File: config.mk
export PLATFORM = sky130hd
export DESIGN_NAME = cp0_regfile_flat
export DESIGN_NICKNAME = d
export VERILOG_FILES = /design/src/rtl/cp0_regfile_pkg.sv /design/src/rtl/cp0_regfile_if.sv /design/src/rtl/cp0_regfile_timer.sv /design/src/rtl/cp0_regfile.sv /design/src/flat_wrapper.sv
export SDC_FILE = /design/constraint.sdc
export NUM_CORES = 1
export LEC_CHECK = 0
export BUFFER_PORTS_ARGS = -buffer_cell sky130_fd_sc_hd__buf_2
export CAP_MARGIN = 20
export CORE_AREA = 3 3 192 194
export CTS_BUF_LIST = sky130_fd_sc_hd__clkbuf_8 sky130_fd_sc_hd__clkbuf_16
export CTS_CLUSTER_DIAMETER = 120
export DETAILED_ROUTE_END_ITERATION = 6
export DIE_AREA = 0 0 195 197
export PLACE_DENSITY = 0.76
export SYNTH_ARGS = -nofsm -noshare
export SYNTH_HDL_FRONTEND = slang
export SYNTH_SLANG_ARGS = --single-unit
File: constraint.sdc
create_clock -name clk -period 3.5 [get_ports clk]
set_input_delay 1.05 -clock clk [delete_from_list [all_inputs] [get_ports clk]]
set_output_delay 1.05 -clock clk [all_outputs]
set_load 0.05 [all_outputs]
File: src/rtl/cp0_regfile_pkg.sv
// -----------------------------------------------------------------------------
// cp0_regfile_pkg
// Shared CP0 definitions: the memory-stage operation code, the exception info
// bundle, register indices, reset values, MTC0 write masks and a masked-write
// helper used by every software-writable register.
// -----------------------------------------------------------------------------
package cp0_regfile_pkg;

    typedef enum logic [3:0] {
        OP_NONE,
        OP_EXC,
        OP_BADVA,
        OP_TLB_EXC,
        OP_ERET,
        OP_MTC0,
        OP_TLBW,
        OP_TLBR,
        OP_TLBP
    } cp0_op_t;

    typedef struct packed {
        logic [31:0] epc;
        logic        cause_bd;
        logic [4:0]  cause_exccode;
        logic [31:0] badvaddr;
    } exc_info_t;

    // Register indices (all at select 0).
    localparam logic [4:0] CP0_REG_INDEX    = 5'd0;
    localparam logic [4:0] CP0_REG_ENTRYLO0 = 5'd2;
    localparam logic [4:0] CP0_REG_ENTRYLO1 = 5'd3;
    localparam logic [4:0] CP0_REG_BADVADDR = 5'd8;
    localparam logic [4:0] CP0_REG_COUNT    = 5'd9;
    localparam logic [4:0] CP0_REG_ENTRYHI  = 5'd10;
    localparam logic [4:0] CP0_REG_COMPARE  = 5'd11;
    localparam logic [4:0] CP0_REG_STATUS   = 5'd12;
    localparam logic [4:0] CP0_REG_CAUSE    = 5'd13;
    localparam logic [4:0] CP0_REG_EPC      = 5'd14;

    localparam logic [31:0] CP0_STATUS_RESET = 32'h0040_0000;
    localparam int          STATUS_EXL_BIT   = 1;

    // Bits that MTC0 (and TLBR, for the TLB registers) may change.
    localparam logic [31:0] CP0_INDEX_WMASK   = 32'h0000_000F;
    localparam logic [31:0] CP0_ENTRYLO_WMASK = 32'h03FF_FFFF;
    localparam logic [31:0] CP0_ENTRYHI_WMASK = 32'hFFFF_E0FF;
    localparam logic [31:0] CP0_STATUS_WMASK  = 32'h0040_FF03;

    function automatic logic [31:0] masked_write(input logic [31:0] old_val,
                                                 input logic [31:0] new_val,
                                                 input logic [31:0] mask);
        return (old_val & ~mask) | (new_val & mask);
    endfunction

endpackage

File: src/rtl/cp0_regfile_if.sv
// -----------------------------------------------------------------------------
// cp0_regfile_if
// Bus between the memory stage (master) and the CP0 register file (slave):
//   cp0_op/exc_info      exception decision for this cycle
//   wr_addr/wr_sel/wdata MTC0 target and data
//   rd_addr/rd_sel/rdata MFC0 source and combinational read data
//   tlbp_*/tlbr_*        TLB probe result and TLB entry read by TLBR
// -----------------------------------------------------------------------------
interface cp0_regfile_if;
    import cp0_regfile_pkg::*;

    cp0_op_t     cp0_op;
    exc_info_t   exc_info;
    logic [4:0]  wr_addr;
    logic [2:0]  wr_sel;
    logic [31:0] wdata;
    logic [4:0]  rd_addr;
    logic [2:0]  rd_sel;
    logic [31:0] rdata;
    logic        tlbp_hit;
    logic [3:0]  tlbp_index;
    logic [31:0] tlbr_entryhi;
    logic [31:0] tlbr_entrylo0;
    logic [31:0] tlbr_entrylo1;

    modport master (
        output cp0_op, exc_info, wr_addr, wr_sel, wdata, rd_addr, rd_sel,
               tlbp_hit, tlbp_index, tlbr_entryhi, tlbr_entrylo0, tlbr_entrylo1,
        input  rdata
    );

    modport slave (
        input  cp0_op, exc_info, wr_addr, wr_sel, wdata, rd_addr, rd_sel,
               tlbp_hit, tlbp_index, tlbr_entryhi, tlbr_entrylo0, tlbr_entrylo1,
        output rdata
    );

endinterface

File: src/rtl/cp0_regfile_timer.sv
// -----------------------------------------------------------------------------
// cp0_timer
// Count/Compare timer. Count advances every other cycle (on tick=1). TI sets
// when an increment lands on Compare and clears on any write to Compare.
// Ports:
//   clk, resetn                 clock, async active-low reset
//   count_we_i, compare_we_i    write enables (already qualified by !stall)
//   wdata_i                     write data for either register
//   count_o, compare_o, ti_o    current register state
// -----------------------------------------------------------------------------
module cp0_timer (
    input  logic        clk,
    input  logic        resetn,
    input  logic        count_we_i,
    input  logic        compare_we_i,
    input  logic [31:0] wdata_i,
    output logic [31:0] count_o,
    output logic [31:0] compare_o,
    output logic        ti_o
);

    logic        tick_q;
    logic [31:0] count_q, count_d;
    logic [31:0] compare_q, compare_d;
    logic        ti_q, ti_d;
    logic [31:0] count_inc;

    assign count_inc = count_q + 32'd1;

    // NOTE: every signal assigned here gets a default first, so no path
    // leaves it unassigned and no latch is inferred.
    always_comb begin
        count_d   = count_q;
        compare_d = compare_q;
        ti_d      = ti_q;
        // A software Count write replaces the increment, so it cannot match.
        if (count_we_i) begin
            count_d = wdata_i;
        end else if (tick_q) begin
            count_d = count_inc;
            if (count_inc == compare_q) ti_d = 1'b1;
        end
        // Compare write wins over a match in the same cycle.
        if (compare_we_i) begin
            compare_d = wdata_i;
            ti_d      = 1'b0;
        end
    end

    // NOTE: sequential state uses non-blocking assignments so every flop
    // samples the pre-edge values regardless of statement order.
    always_ff @(posedge clk or negedge resetn) begin
        if (!resetn) begin
            tick_q    <= 1'b0;
            count_q   <= '0;
            compare_q <= '0;
            ti_q      <= 1'b0;
        end else begin
            tick_q    <= ~tick_q;
            count_q   <= count_d;
            compare_q <= compare_d;
            ti_q      <= ti_d;
        end
    end

    assign count_o   = count_q;
    assign compare_o = compare_q;
    assign ti_o      = ti_q;

endmodule

File: src/rtl/cp0_regfile.sv
// -----------------------------------------------------------------------------
// cp0_regfile
// CP0 register file. Commits the memory-stage exception decision once per
// unstalled cycle, serves MFC0 reads combinationally (no write bypass), and
// samples hardware interrupts into Cause.IP every cycle.
// Ports:
//   clk, resetn     clock, async active-low reset
//   stall           memory stage held; blocks commits, not Count/IP sampling
//   bus (slave)     op, exception info, MTC0/MFC0 and TLB traffic
//   ext_int         level-sensitive hardware interrupt lines
//   cp0_*           architectural register state for the exception logic/TLB
//   timer_int       Cause.TI
// -----------------------------------------------------------------------------
module cp0_regfile
    import cp0_regfile_pkg::*;
(
    input  logic          clk,
    input  logic          resetn,
    input  logic          stall,
    cp0_regfile_if.slave  bus,
    input  logic [5:0]    ext_int,
    output logic [31:0]   cp0_status,
    output logic [31:0]   cp0_cause,
    output logic [31:0]   cp0_epc,
    output logic [31:0]   cp0_entryhi,
    output logic [31:0]   cp0_entrylo0,
    output logic [31:0]   cp0_entrylo1,
    output logic [31:0]   cp0_index,
    output logic          timer_int
);

    logic [31:0] index_q, index_d;
    logic [31:0] entrylo0_q, entrylo0_d;
    logic [31:0] entrylo1_q, entrylo1_d;
    logic [31:0] badvaddr_q, badvaddr_d;
    logic [31:0] entryhi_q, entryhi_d;
    logic [31:0] status_q, status_d;
    logic [31:0] epc_q, epc_d;
    logic        cause_bd_q, cause_bd_d;
    logic [4:0]  cause_exc_q, cause_exc_d;
    logic [1:0]  cause_ip_sw_q, cause_ip_sw_d;
    logic [5:0]  cause_ip_hw_q;

    logic [31:0] count, compare;
    logic        ti;
    logic        mtc0_en;
    logic [31:0] cause;

    assign mtc0_en = !stall && (bus.cp0_op == OP_MTC0) && (bus.wr_sel == 3'd0);

    cp0_timer u_timer (
        .clk          (clk),
        .resetn       (resetn),
        .count_we_i   (mtc0_en && (bus.wr_addr == CP0_REG_COUNT)),
        .compare_we_i (mtc0_en && (bus.wr_addr == CP0_REG_COMPARE)),
        .wdata_i      (bus.wdata),
        .count_o      (count),
        .compare_o    (compare),
        .ti_o         (ti)
    );

    always_comb begin
        index_d       = index_q;
        entrylo0_d    = entrylo0_q;
        entrylo1_d    = entrylo1_q;
        badvaddr_d    = badvaddr_q;
        entryhi_d     = entryhi_q;
        status_d      = status_q;
        epc_d         = epc_q;
        cause_bd_d    = cause_bd_q;
        cause_exc_d   = cause_exc_q;
        cause_ip_sw_d = cause_ip_sw_q;
        if (!stall) begin
            case (bus.cp0_op)
                OP_EXC, OP_BADVA, OP_TLB_EXC: begin
                    // EPC/BD arrive already resolved for the EXL=1 case.
                    status_d[STATUS_EXL_BIT] = 1'b1;
                    cause_bd_d  = bus.exc_info.cause_bd;
                    cause_exc_d = bus.exc_info.cause_exccode;
                    epc_d       = bus.exc_info.epc;
                    if (bus.cp0_op != OP_EXC) badvaddr_d = bus.exc_info.badvaddr;
                    // VPN2 from the faulting address; ASID kept.
                    if (bus.cp0_op == OP_TLB_EXC)
                        entryhi_d = {bus.exc_info.badvaddr[31:13], entryhi_q[12:0]};
                end
                OP_ERET: status_d[STATUS_EXL_BIT] = 1'b0;
                OP_MTC0: begin
                    if (bus.wr_sel == 3'd0) begin
                        case (bus.wr_addr)
                            CP0_REG_INDEX:
                                index_d = masked_write(index_q, bus.wdata, CP0_INDEX_WMASK);
                            CP0_REG_ENTRYLO0:
                                entrylo0_d = masked_write(entrylo0_q, bus.wdata, CP0_ENTRYLO_WMASK);
                            CP0_REG_ENTRYLO1:
                                entrylo1_d = masked_write(entrylo1_q, bus.wdata, CP0_ENTRYLO_WMASK);
                            CP0_REG_ENTRYHI:
                                entryhi_d = masked_write(entryhi_q, bus.wdata, CP0_ENTRYHI_WMASK);
                            CP0_REG_STATUS:
                                status_d = masked_write(status_q, bus.wdata, CP0_STATUS_WMASK);
                            CP0_REG_CAUSE:
                                cause_ip_sw_d = bus.wdata[9:8];
                            CP0_REG_EPC:
                                epc_d = bus.wdata;
                            default: ;  // Count/Compare live in the timer; BadVAddr is read-only
                        endcase
                    end
                end
                OP_TLBP: index_d = {~bus.tlbp_hit, index_q[30:4], bus.tlbp_index};
                OP_TLBR: begin
                    entryhi_d  = masked_write(entryhi_q, bus.tlbr_entryhi, CP0_ENTRYHI_WMASK);
                    entrylo0_d = masked_write(entrylo0_q, bus.tlbr_entrylo0, CP0_ENTRYLO_WMASK);
                    entrylo1_d = masked_write(entrylo1_q, bus.tlbr_entrylo1, CP0_ENTRYLO_WMASK);
                end
                default: ;  // OP_NONE, OP_TLBW
            endcase
        end
    end

    always_ff @(posedge clk or negedge resetn) begin
        if (!resetn) begin
            index_q       <= '0;
            entrylo0_q    <= '0;
            entrylo1_q    <= '0;
            badvaddr_q    <= '0;
            entryhi_q     <= '0;
            status_q      <= CP0_STATUS_RESET;
            epc_q         <= '0;
            cause_bd_q    <= 1'b0;
            cause_exc_q   <= '0;
            cause_ip_sw_q <= '0;
            cause_ip_hw_q <= '0;
        end else begin
            index_q       <= index_d;
            entrylo0_q    <= entrylo0_d;
            entrylo1_q    <= entrylo1_d;
            badvaddr_q    <= badvaddr_d;
            entryhi_q     <= entryhi_d;
            status_q      <= status_d;
            epc_q         <= epc_d;
            cause_bd_q    <= cause_bd_d;
            cause_exc_q   <= cause_exc_d;
            cause_ip_sw_q <= cause_ip_sw_d;
            // Sampled even while stalled; IP[7] shares its line with the timer.
            cause_ip_hw_q <= {ext_int[5] | ti, ext_int[4:0]};
        end
    end

    assign cause = {cause_bd_q, ti, 14'd0, cause_ip_hw_q, cause_ip_sw_q,
                    1'b0, cause_exc_q, 2'b00};

    always_comb begin
        bus.rdata = '0;
        if (bus.rd_sel == 3'd0) begin
            case (bus.rd_addr)
                CP0_REG_INDEX:    bus.rdata = index_q;
                CP0_REG_ENTRYLO0: bus.rdata = entrylo0_q;
                CP0_REG_ENTRYLO1: bus.rdata = entrylo1_q;
                CP0_REG_BADVADDR: bus.rdata = badvaddr_q;
                CP0_REG_COUNT:    bus.rdata = count;
                CP0_REG_ENTRYHI:  bus.rdata = entryhi_q;
                CP0_REG_COMPARE:  bus.rdata = compare;
                CP0_REG_STATUS:   bus.rdata = status_q;
                CP0_REG_CAUSE:    bus.rdata = cause;
                CP0_REG_EPC:      bus.rdata = epc_q;
                default:          bus.rdata = '0;
            endcase
        end
    end

    assign cp0_status   = status_q;
    assign cp0_cause    = cause;
    assign cp0_epc      = epc_q;
    assign cp0_entryhi  = entryhi_q;
    assign cp0_entrylo0 = entrylo0_q;
    assign cp0_entrylo1 = entrylo1_q;
    assign cp0_index    = index_q;
    assign timer_int    = ti;

endmodule

File: src/flat_wrapper.sv
// flat-port wrapper written by rule: the top's interface ports become plain ports
module cp0_regfile_flat import cp0_regfile_pkg::*;
  (clk, resetn, stall, ext_int, cp0_status, cp0_cause, cp0_epc, cp0_entryhi, cp0_entrylo0, cp0_entrylo1, cp0_index, timer_int, bus_cp0_op, bus_exc_info, bus_wr_addr, bus_wr_sel, bus_wdata, bus_rd_addr, bus_rd_sel, bus_tlbp_hit, bus_tlbp_index, bus_tlbr_entryhi, bus_tlbr_entrylo0, bus_tlbr_entrylo1, bus_rdata);
  cp0_regfile_if bus_i ();
  input  logic clk;
  input  logic resetn;
  input  logic stall;
  input  logic [5:0] ext_int;
  output logic [31:0] cp0_status;
  output logic [31:0] cp0_cause;
  output logic [31:0] cp0_epc;
  output logic [31:0] cp0_entryhi;
  output logic [31:0] cp0_entrylo0;
  output logic [31:0] cp0_entrylo1;
  output logic [31:0] cp0_index;
  output logic timer_int;
  input wire logic [$bits(bus_i.cp0_op)-1:0] bus_cp0_op;
  input wire logic [$bits(bus_i.exc_info)-1:0] bus_exc_info;
  input wire logic [$bits(bus_i.wr_addr)-1:0] bus_wr_addr;
  input wire logic [$bits(bus_i.wr_sel)-1:0] bus_wr_sel;
  input wire logic [$bits(bus_i.wdata)-1:0] bus_wdata;
  input wire logic [$bits(bus_i.rd_addr)-1:0] bus_rd_addr;
  input wire logic [$bits(bus_i.rd_sel)-1:0] bus_rd_sel;
  input wire logic [$bits(bus_i.tlbp_hit)-1:0] bus_tlbp_hit;
  input wire logic [$bits(bus_i.tlbp_index)-1:0] bus_tlbp_index;
  input wire logic [$bits(bus_i.tlbr_entryhi)-1:0] bus_tlbr_entryhi;
  input wire logic [$bits(bus_i.tlbr_entrylo0)-1:0] bus_tlbr_entrylo0;
  input wire logic [$bits(bus_i.tlbr_entrylo1)-1:0] bus_tlbr_entrylo1;
  output wire logic [$bits(bus_i.rdata)-1:0] bus_rdata;
  assign bus_i.cp0_op = bus_cp0_op;
  assign bus_i.exc_info = bus_exc_info;
  assign bus_i.wr_addr = bus_wr_addr;
  assign bus_i.wr_sel = bus_wr_sel;
  assign bus_i.wdata = bus_wdata;
  assign bus_i.rd_addr = bus_rd_addr;
  assign bus_i.rd_sel = bus_rd_sel;
  assign bus_i.tlbp_hit = bus_tlbp_hit;
  assign bus_i.tlbp_index = bus_tlbp_index;
  assign bus_i.tlbr_entryhi = bus_tlbr_entryhi;
  assign bus_i.tlbr_entrylo0 = bus_tlbr_entrylo0;
  assign bus_i.tlbr_entrylo1 = bus_tlbr_entrylo1;
  assign bus_rdata = bus_i.rdata;
  cp0_regfile u_core (.clk(clk), .resetn(resetn), .stall(stall), .bus(bus_i), .ext_int(ext_int), .cp0_status(cp0_status), .cp0_cause(cp0_cause), .cp0_epc(cp0_epc), .cp0_entryhi(cp0_entryhi), .cp0_entrylo0(cp0_entrylo0), .cp0_entrylo1(cp0_entrylo1), .cp0_index(cp0_index), .timer_int(timer_int));
endmodule
==> reports/results.ini, run 1 <==
[outcome]
status=finished, violations left
violations=negative setup slack

[floorplan]
row_count=69
dieArea_um2=38420
die_w_um=195
ios=489
core-area_um2=35400
die_h_um=197
start_util_pct=38.14

[power]
pwr-share-comb_pct=30.3
p_sw_uw=4014
switching_share_pct=39.70
vdd_drop_max_uv=443.3
leakagePower_uw=0.008202
finalPower_uw=10110
seq_power_share_pct=36.9
powerDensity_nw_per_um2=544.3
intPower_uw=6097
power_frac_clock_pct=32.8

[timing]
setup_viol=32
period_share_pct=108.2
fmax_mhz=264.2
worst-slew-pin-transition_ps=931.0
tns_ps=-8240
skew_ps=25.06
rsz0062_at_grt=true
worst_slew_margin_rel_pct=37.93
timing.hold.ws_ps=412.8
setup_slack_ps=-285.5
finalHoldViolCount=0
drv_slew=0
final.min_clock_period_ps=3785

[worst_setup_path]
cp-end-kind=output port
cp_slowest_cell=or4_4
path_delay_family=compound AO/OA/AOI/OAI gates
crit_buf_inv=3
startpoint=bus_rd_sel[2]
crit_path_start_kind=primary input
crit_type=primary input to output port
worst-endpoint-required_ps=2450
cp_data_arrival_time_ps=2740
worstReg2RegStart=u_core.u_timer.count_o[0]$_DFFE_PN0P_
slowest_delay_ps=520
cp_common_cell=buf_6
path_cells=buf_6 -> or4_4 -> a221o_4 -> buf_16 -> a41oi_4 -> buf_6
cp_max_fo=5

[yosys]
synth_cells=1393
syn_avg_cell_area_um2=9.691
yosysMostFrequentCell=dfrtp_1
yosysWarningCount=0
ys_top_cells_by_count=dfrtp_1 (238), a21oi_1 (135), nand2_1 (117)
synth-edff-count=0
synth_top_area_cell=dfrtp_1
synthArstFlopShare_pct=100.0
synthTopCellsByArea=dfrtp_1 (44%), mux2_2 (8.4%), a21oi_1 (5.0%)
syn-cell-area_um2=13500
yosys_register_bits=239
synth_flop_cell=dfrtp_1
synth_seq_area_share_pct=44.31
synth_top_area_share_pct=44.12
ys_types=57

[global_routing]
grt_max_degree=71
grt_pass1_vias=12830
gr-total-overflow=0
antenna_found_initial=2
grt_pass1_wl_mm=78.38
grtUsageTotal_pct=26.07

[route]
vias=12910
via_per_inst=5.616
drtIter0Drc=1031
ant_nets=0
wl_per_cell_um=22.98
remaining_drc_errors=0
routed_wl_mm=52.82
firstDrtPassIters=7

[hold_path]
hold_class=primary input to async pin

[layout]
utilization_pct=52.48
syn_to_final_growth_pct=37.61
final_cells=2298
drive_gt1_share_pct=39.75
nets=2044

[flow_run]
drv_cap=0

[cts]
cts_root_buf=clkbuf_16
cts_tree=built
clk_latency_ps=560
clk_transition_reported_paths_ps=60
cts_buffer_depth=3
cts_buffers=29
htreeDepth=1
cts.sinks=239

[place]
hpwl_mm=39.02
place_congestion=0.9398
dp_cells=2226
portBuffers=389

[repair_timing]
action,CTS,global route
cloned,2,3
hold buffers,0,0
resized for setup,69,22
endpoints found under the setup margin,32,32
pin swaps,28,25
buffers inserted,6,5
[kinds of logic (layout without fill, tap and decap cells)]
kind of cell	Yosys count	after routing	share of synthesized area, %
other	1	85	0.02778
muxes	159	159	12.73
AOI/OAI and AO/OA	389	389	17.85
and+or+nand+nor	338	338	12.21
xor gates and xnor gates	75	75	4.866
buffers and inverters	191	551	7.916
adders and majority gates	1	1	0.09267
DFF	239	239	44.31
[cell usage in the layout, fill, tap and decap left out, types with 9 or more instances in the layout]
cell | Yosys | layout
a21oi_1 | 135 | 134
a222oi_1 | 18 | 18
a22oi_1 | 77 | 64
a22oi_2 | 0 | 13
a31oi_4 | 0 | 23
a41oi_4 | 0 | 9
buf_12 | 0 | 28
buf_2 | 22 | 352
buf_4 | 85 | 63
buf_6 | 0 | 33
clkbuf_16 | 0 | 32
clkinv_2 | 0 | 9
conb_1 | 1 | 82
dfrtp_1 | 238 | 238
inv_1 | 10 | 10
mux2_2 | 101 | 101
mux2i_1 | 58 | 58
nand2_1 | 117 | 117
nand3_1 | 18 | 17
nand4_1 | 14 | 14
nor2_1 | 99 | 90
nor2b_1 | 28 | 28
nor3_1 | 16 | 10
o21ai_0 | 89 | 89
xnor2_1 | 44 | 44
xor2_1 | 31 | 31
[worst register-to-register path, stage by stage (launching register included)]
cell	delay [ps]
dfrtp_1	470
ha_1	340
nor3b_1	180
nor4_1	290
nand4_1	150
a2111oi_0	690
buf_4	220
nand4_1	80
nor4_1	290
a32o_2	200
[flip-flops by register name, summed over array words and instances (netlist names), 2 cells and up]
name                      count
u_core.cp0_entryhi           27
u_core.cp0_status            11
u_core.cause_ip_sw_q          2
u_core.cause_exc_q            5
u_core.badvaddr_q            32
u_core.cp0_entrylo0          26
u_core.cp0_index              5
u_core.cp0_epc               32
u_core.u_timer.count_o       32
u_core.cp0_entrylo1          26
u_core.cause_ip_hw_q          6
u_core.u_timer.compare_o     32
[metrics by stage]
stage                     setup WS (ps)  area [um^2]
final                            -285.5        18580
after global routing             -305.8        18570
after CTS                        -295.0        18390
after detailed placement         -374.8        16960
after global placement           -376.4        16960
after floorplan                  -96.51        14450
[power groups by stage]
| stage | clock [uW] | sequential, uW | combinational, uW |
|---|---|---|---|
| after global routing | 3490 | 3780 | 3240 |
| after floorplan | 0 | 4810 | 1050 |
| after CTS | 3380 | 3710 | 3060 |
| final | 3320 | 3730 | 3070 |
| after detailed placement | 0 | 3750 | 3040 |
| after global placement | 0 | 3730 | 2990 |
[layer usage]
layer	vias up	share of wire, %	track usage, %	wire [um]
met4	0	2.9	7.605	1506
met5	-	0	0	0
met2	685	48	43.11	25300
met1	6377	41	35.41	21660
met3	104	8.2	4.530	4355
li1	5740	-	-	-
[cell type report]
class	instances	area [um^2]
Tap cell	461	576.8
Fill cell	3122	16820
Inverter	10	40.04
Antenna cell	3	7.507
Multi-Input combinational cell	1044	7517
Timing Repair Buffer	487	3387
Sequential cell	239	5982
Clock inverter	20	271.5
Clock buffer	34	794.5
[worst paths after layout]
path                                                               end  cells past startpoint  slack (ps)
min in group clk                       u_core.u_timer.tick_q$_DFF_PN0_                      1         470
worst min-delay path                     u_core.cp0_epc[4]$_DFFE_PN0P_                      1         410
worst max register to register         u_core.u_timer.ti_o$_DFFE_PN0P_                      9         510
max in group asynchronous       u_core.u_timer.count_o[24]$_DFFE_PN0P_                      2        2340
worst max-delay path                                     bus_rdata[10]                      6        -290
worst min register to register         u_core.u_timer.tick_q$_DFF_PN0_                      1         470
Power figures use the tool's default switching activity.
==> run 2: changes to the inputs <==
Clock period 3.5 ns to 3.1 ns, I/O delays scaled along.
==> run 2 against run 1 <==
Net effect: the flow still finishes with violations (negative setup slack); die area is the same; flip-flop and latch count unchanged; combinational power rose by 14%; non-clock buffer count down 5; critical endpoint is now bus_rdata[29].
==> reports/results.ini, run 2 (same netlist as run 1, synthesis figures left out) <==
[outcome]
status=finished, violations left
violations=negative setup slack

[global_routing]
grt_max_degree=73  ; +2.8%
grt_pass1_vias=12960  ; +0.98%
grt_pass1_wl_mm=78.61  ; +0.29%
grtUsageTotal_pct=26.22  ; +0.14 points
antenna_found_initial=4  ; +2
gr-total-overflow=0  ; unchanged

[worst_setup_path]
cp_max_fo=20  ; +15
worst-endpoint-required_ps=2170  ; -280 ps
r2r-end=u_core.u_timer.ti_o$_DFFE_PN0P_
path_cells=buf_8 -> or4_4 -> a221o_4 -> buf_12 -> a31oi_4 -> buf_12
r2r_slack_ps=110  ; -400 ps
slowest_delay_ps=520  ; about the same
cp_slowest_cell=or4_4
crit_path_start_kind=primary input
ff2ff_path_depth=10  ; +1
cp_data_arrival_time_ps=2580  ; -160 ps
crit_type=primary input to output port
worstReg2RegStart=u_core.u_timer.count_o[1]$_DFFE_PN0P_
cp-end-kind=output port
cp_common_cell=buf_12

[layout]
syn_to_final_growth_pct=37.41
drive_gt1_share_pct=39.57  ; -0.18 points
layout_common_cells=buf_2 (353), dfrtp_1 (238), a21oi_1 (134)
fillers=3167  ; +1.4%
nets=2038  ; -0.29%
final_common_cell=buf_2

[floorplan]
row_count=69  ; unchanged
core-area_um2=35400  ; unchanged
start_util_pct=38.14  ; unchanged
ios=489  ; unchanged
die_w_um=195  ; unchanged
dieArea_um2=38420  ; unchanged
die_h_um=197  ; unchanged

[timing]
drv_slew=0  ; unchanged
rsz0062_at_grt=true
setup_slack_ps=-411.1  ; -125.6 ps
worst-slew-pin-transition_ps=648.0  ; -283.0 ps
fmax_mhz=284.8
period_share_pct=113.3
finalHoldViolCount=0  ; unchanged
worst_slew_margin_rel_pct=56.80  ; +19 points
final.min_clock_period_ps=3511
setup_viol=32  ; unchanged
skew_ps=31.35  ; +6.290 ps

[cts]
cts.sinks=239  ; unchanged
htreeDepth=1  ; unchanged
clk_latency_ps=570  ; about the same
cts_root_buf=clkbuf_16
clk_transition_reported_paths_ps=60  ; about the same
cts_buffers=28  ; -3.4%
cts_tree=built
cts_buffer_depth=3  ; unchanged

[route]
via_per_inst=5.659  ; +0.76%
vias=12970  ; +0.46%
drtIter0Drc=1282  ; +24%
ant_nets=0  ; unchanged
remaining_drc_errors=0  ; unchanged
wl_per_cell_um=23.57  ; +2.6%
firstDrtPassIters=7  ; unchanged
routed_wl_mm=54.00  ; +2.2%

[hold_path]
hold_class=primary input to async pin

[place]
place_congestion=0.9152  ; -2.6%
preCtsSetupSlack_ps=-529.6  ; -154.8 ps
hpwl_mm=39.55  ; +1.4%
portBuffers=389  ; unchanged

[power]
leakagePower_uw=0.008163  ; -0.48%
vdd_drop_max_uv=515.8  ; +16%
powerDensity_nw_per_um2=613.6  ; +13%
finalPower_uw=11380  ; +13%

[flow_run]
drv_cap=0  ; unchanged

-- run 2: cell count changes in the layout (fill, tap and decap cells not counted), sizes merged --
cell,delta
clkinvlp,-2
buf,-5
clkbuf,-1
inv,+1
-- run 2: where the power goes --
group          internal, uW  switching (uW)  leakage (uW)  total (uW)
logic                   907            2590       0.00467        3490
clock network          2270            1420      0.000525        3690
registers              3650             555       0.00296        4200
-- run 2: metrics by stage --
stage / cell area [um^2] / hold WS [ps] / setup TNS (ps) / instances / util, %
finish: 18550 / 345.5 / -11340 / 2291 / 52.40
global route: 18550 / 386.6 / -11700 / 2290 / 52.40
CTS: 18340 / 355.2 / -10990 / 2284 / 51.82
detailed placement: 17070 / 466.2 / -14660 / 2227 / 48.24
global placement: 17070 / 462.4 / -14210 / 2227 / 48.24
floorplan: 14480 / 479.6 / -7709 / 1474 / -
-- run 2: final cells by class --
cell class / instances / area, um^2 / area share [%]
diodes: 3 / 7.507 / 0.04047
well taps: 461 / 576.8 / 3.110
clock buffers: 33 / 769.5 / 4.148
multi-input cells: 1044 / 7533 / 40.61
clock inverters: 19 / 269.0 / 1.450
repair buffers: 482 / 3373 / 18.19
inverters: 10 / 37.54 / 0.2024
flip-flops and latches: 239 / 5982 / 32.25
-- run 2: worst max path at each step --
stage / to / start / cells past startpoint / slack [ps]
after floorplan: bus_rdata[10] / bus_rd_addr[4] / 4 / -260
after global placement: bus_rdata[10] / bus_rd_addr[2] / 8 / -490
after detailed placement: bus_rdata[1] / bus_rd_addr[2] / 8 / -530
after CTS: bus_rdata[22] / bus_rd_addr[4] / 6 / -390
after global routing: bus_rdata[29] / bus_rd_addr[2] / 8 / -400
final: bus_rdata[29] / bus_rd_addr[4] / 6 / -410
-- run 2: repair_timing --
action | CTS | global route
cloned | 0 | 4
hold buffers | 0 | 0
pin swaps | 9 | 13
buffers inserted | 5 | 1
resized for setup | 57 | 23
endpoints found under the setup margin | 32 | 32
-- run 2: worst max-delay path, delay by kind of cell --
kind | cells | cell delay (ps)
and+or+nand+nor | 1 | 520
AOI/OAI and AO/OA | 2 | 610
buffers and inverters | 3 | 450
-- run 2: layer usage --
metal / vias up / wire length (um) / track usage (%)
met5: - / 24 / 0
met4: 4 / 1613 / 7.605
met3: 133 / 5000 / 4.615
met2: 798 / 25570 / 43.37
met1: 6307 / 21800 / 35.57
li1: 5723 / - / -
==> run 3: changes to the inputs <==
Settings changed: ABC_AREA set to 1, CORE_AREA 3 3 192 194 to 3 3 191 193, DIE_AREA 0 0 195 197 to 0 0 194 196, PLACE_DENSITY 0.76 to 0.79.
==> run 3 against run 2 <==
Net effect: the run still ends with negative setup slack left; core utilization grew 6.7 points; cell count up 25%; non-clock buffer count is 53 higher; sequential power about the same; critical path depth rose by 7; wire length up 21%; global-route usage grew 6.5 points; cell area increased by 11%; setup slack gained 110 ps; register-to-register slack improved by 590 ps; sequential share of layout area fell by 3.1 points; critical path type unchanged; critical endpoint is now bus_rdata[0]; largest power group unchanged.
==> reports/results.ini, run 3 <==
[outcome]
status=finished, violations left
violations=negative setup slack

[layout]
final_cells=2855  ; +25%
seqCellArea_um2=5982  ; unchanged
nets=2610  ; +28%
syn_to_final_growth_pct=44.34
fillers=2988  ; -5.7%
drive_gt1_share_pct=34.67  ; -4.9 points
multi_input_area_um2=8327  ; +11%
final_common_cell=nand2_1
layout_common_cells=nand2_1 (541), buf_2 (351), dfrtp_1 (238)

[cts]
cts_buffers=27  ; -3.6%
clk_latency_ps=550  ; -20 ps
clk_transition_reported_paths_ps=60  ; about the same
cts_buffer_depth=3  ; unchanged
htreeDepth=1  ; unchanged
cts_root_buf=clkbuf_16
cts.sinks=239  ; unchanged
hold_buffers=0  ; unchanged
cts_tree=built

[floorplan]
row_count=68  ; -1.4%
core-area_um2=34710  ; -1.9%
dieArea_um2=38020  ; -1.0%
die_h_um=196  ; -0.51%
ios=489  ; unchanged
start_util_pct=40.97  ; +2.8 points
die_w_um=194  ; -0.51%

[timing]
drv_slew=0  ; unchanged
timing.hold.ws_ps=358.1  ; +12.53 ps
tns_ps=-6031  ; +5313 ps
rsz0062_at_grt=true
final.min_clock_period_ps=3402  ; -109.6 ps
worst_slew_margin_rel_pct=24.88  ; -32 points
setup_slack_ps=-301.5  ; +109.6 ps
worst-slew-pin-transition_ps=1123  ; +474.6 ps
setup_viol=32  ; unchanged
finalHoldViolCount=0  ; unchanged
skew_ps=8.211  ; -23.14 ps
fmax_mhz=294.0  ; +3.2%
period_share_pct=109.7  ; -3.5 points

[yosys]
synthTopCellsByArea=dfrtp_1 (42%), nand2_1 (15%), inv_1 (4.7%)
syn_avg_cell_area_um2=7.493  ; -23%
yosys_register_bits=239  ; unchanged
syn-cell-area_um2=14220  ; +5.4%
ys_types=50  ; -12%
synth_top_area_cell=dfrtp_1
synth_cells=1898  ; +36%
ys_top_cells_by_count=nand2_1 (570), dfrtp_1 (238), inv_1 (178)
synth_top_area_share_pct=41.88  ; -2.2 points
synth-edff-count=0  ; unchanged
synthArstFlopShare_pct=100.0  ; unchanged
synth_flop_cell=dfrtp_1
yosysWarningCount=0  ; unchanged
yosysMostFrequentCell=nand2_1
synth_seq_area_share_pct=42.06  ; -2.3 points

[global_routing]
grt_pass1_vias=15680  ; +21%
grtUsageTotal_pct=32.72  ; +6.5 points
grt_max_degree=80  ; +9.6%
antenna_found_initial=3  ; -1
gr-total-overflow=0  ; unchanged
grt_pass1_wl_mm=96.14  ; +22%

[place]
dp_cells=2787  ; +25%
portBuffers=389  ; unchanged
place_congestion=0.9930  ; +8.5%
preCtsSetupSlack_ps=-518.6  ; +11.04 ps
hpwl_mm=49.15  ; +24%

[power]
vdd_drop_max_uv=512.9  ; -0.57%
powerDensity_nw_per_um2=552.9  ; -9.9%
leakagePower_uw=0.009913  ; +21%

[route]
ant_nets=0  ; unchanged
wl_per_cell_um=22.92  ; -2.8%
firstDrtPassIters=5  ; -2
drtIter0Drc=1649  ; +29%
remaining_drc_errors=0  ; unchanged
vias=15940  ; +23%
via_per_inst=5.584  ; -1.3%
routed_wl_mm=65.43  ; +21%

[worst_setup_path]
cp-end-kind=output port
cp_data_arrival_time_ps=2470  ; -110 ps
crit_path_start_kind=primary input
worst-endpoint-required_ps=2170  ; about the same
cp_max_fo=9  ; -55%
crit_type=primary input to output port

[flow_run]
drv_cap=0  ; unchanged

[hold_path]
hold_class=primary input to async pin

run 3: changes by cell type in the layout (fill, tap and decap cells not counted), moves of 32 or more:
cell / previous run / this run
nor2_1: 90 / 129
inv_1: 12 / 168
a21oi_1: 134 / 79
a22oi_1: 64 / 0
mux2_2: 101 / 39
nand2_1: 115 / 541
xnor2_1: 44 / 0
mux2i_1: 58 / 0
nand3_1: 17 / 92
o221ai_1: 0 / 32
run 3: metal layers:
layer | track usage, % | share of wire [%]
met1 | 42.21 | 38
met2 | 52.05 | 46
met3 | 9.583 | 12
met4 | 12.90 | 4.1
met5 | 0 | 0
run 3: through the flow:
stage          util, %  area (um^2)  total power, uW
2_1_floorplan        -        15000             6404
3_3_place_gp     51.10        17740             7477
3_5_place_dp     51.10        17740             7525
4_1_cts          57.61        20000            11230
5_1_grt          59.14        20530            11680
6_report         59.14        20530            11350
run 3: final timing paths:
check	slack, ps	end	depth (start not counted)	from
hold reg to reg	500	u_core.u_timer.tick_q$_DFF_PN0_	1	u_core.u_timer.tick_q$_DFF_PN0_
setup / recovery	-300	bus_rdata[0]	13	bus_rd_addr[1]
hold / removal	360	u_core.cp0_epc[26]$_DFFE_PN0P_	1	resetn
min in group clk	490	u_core.cause_ip_hw_q[1]$_DFF_PN0_	1	ext_int[1]
max in group asynchronous	1950	u_core.cause_exc_q[4]$_DFFE_PN0P_	2	resetn
setup reg to reg	700	u_core.u_timer.ti_o$_DFFE_PN0P_	14	u_core.u_timer.count_o[8]$_DFFE_PN0P_
run 3: kinds of logic (layout without fill, tap and decap cells):
group	count (synthesis)	count (layout)	synth area share, %
other	1	85	0.02637
DFF	239	239	42.06
xor gates and xnor gates	1	1	0.1583
AOI/OAI and AO/OA	407	407	17.83
muxes	39	39	3.088
and+or+nand+nor	856	856	24.84
buffers and inverters	354	772	11.91
adders and majority gates	1	1	0.08796
run 3: power by group:
group / switching (uW) / leakage, uW / total [uW] / internal [uW]
combinational: 2670 / 0.00644 / 3550 / 885
sequential: 595 / 0.00299 / 4210 / 3620
clock: 1410 / 0.000488 / 3580 / 2170
run 3: area by class of cell:
cell class,instances,share of cell area [%]
multi-input cells,1386,40.56
flip-flops and latches,239,29.14
repair buffers,535,19.08
clock buffers,34,3.761
inverters,188,3.620
well taps,455,2.773
clock inverters,15,1.030
diodes,3,0.03657
run 3: what timing repair did:
action / CTS / global route
setup endpoints to repair: 32 / 32
cloned: 8 / 2
setup buffers: 18 / 13
pin swaps: 38 / 49
gates resized for setup: 292 / 86
run 3: critical path: stages:
cell and delay (ps):
buf_6 100, buf_6 120, nand2_4 60, nor2_4 40, nand2_2 70, clkinv_4 70, buf_8 140, buf_16 160
a221oi_2 280, o2111ai_2 180, nand2_1 120, inv_2 40, buf_6 140
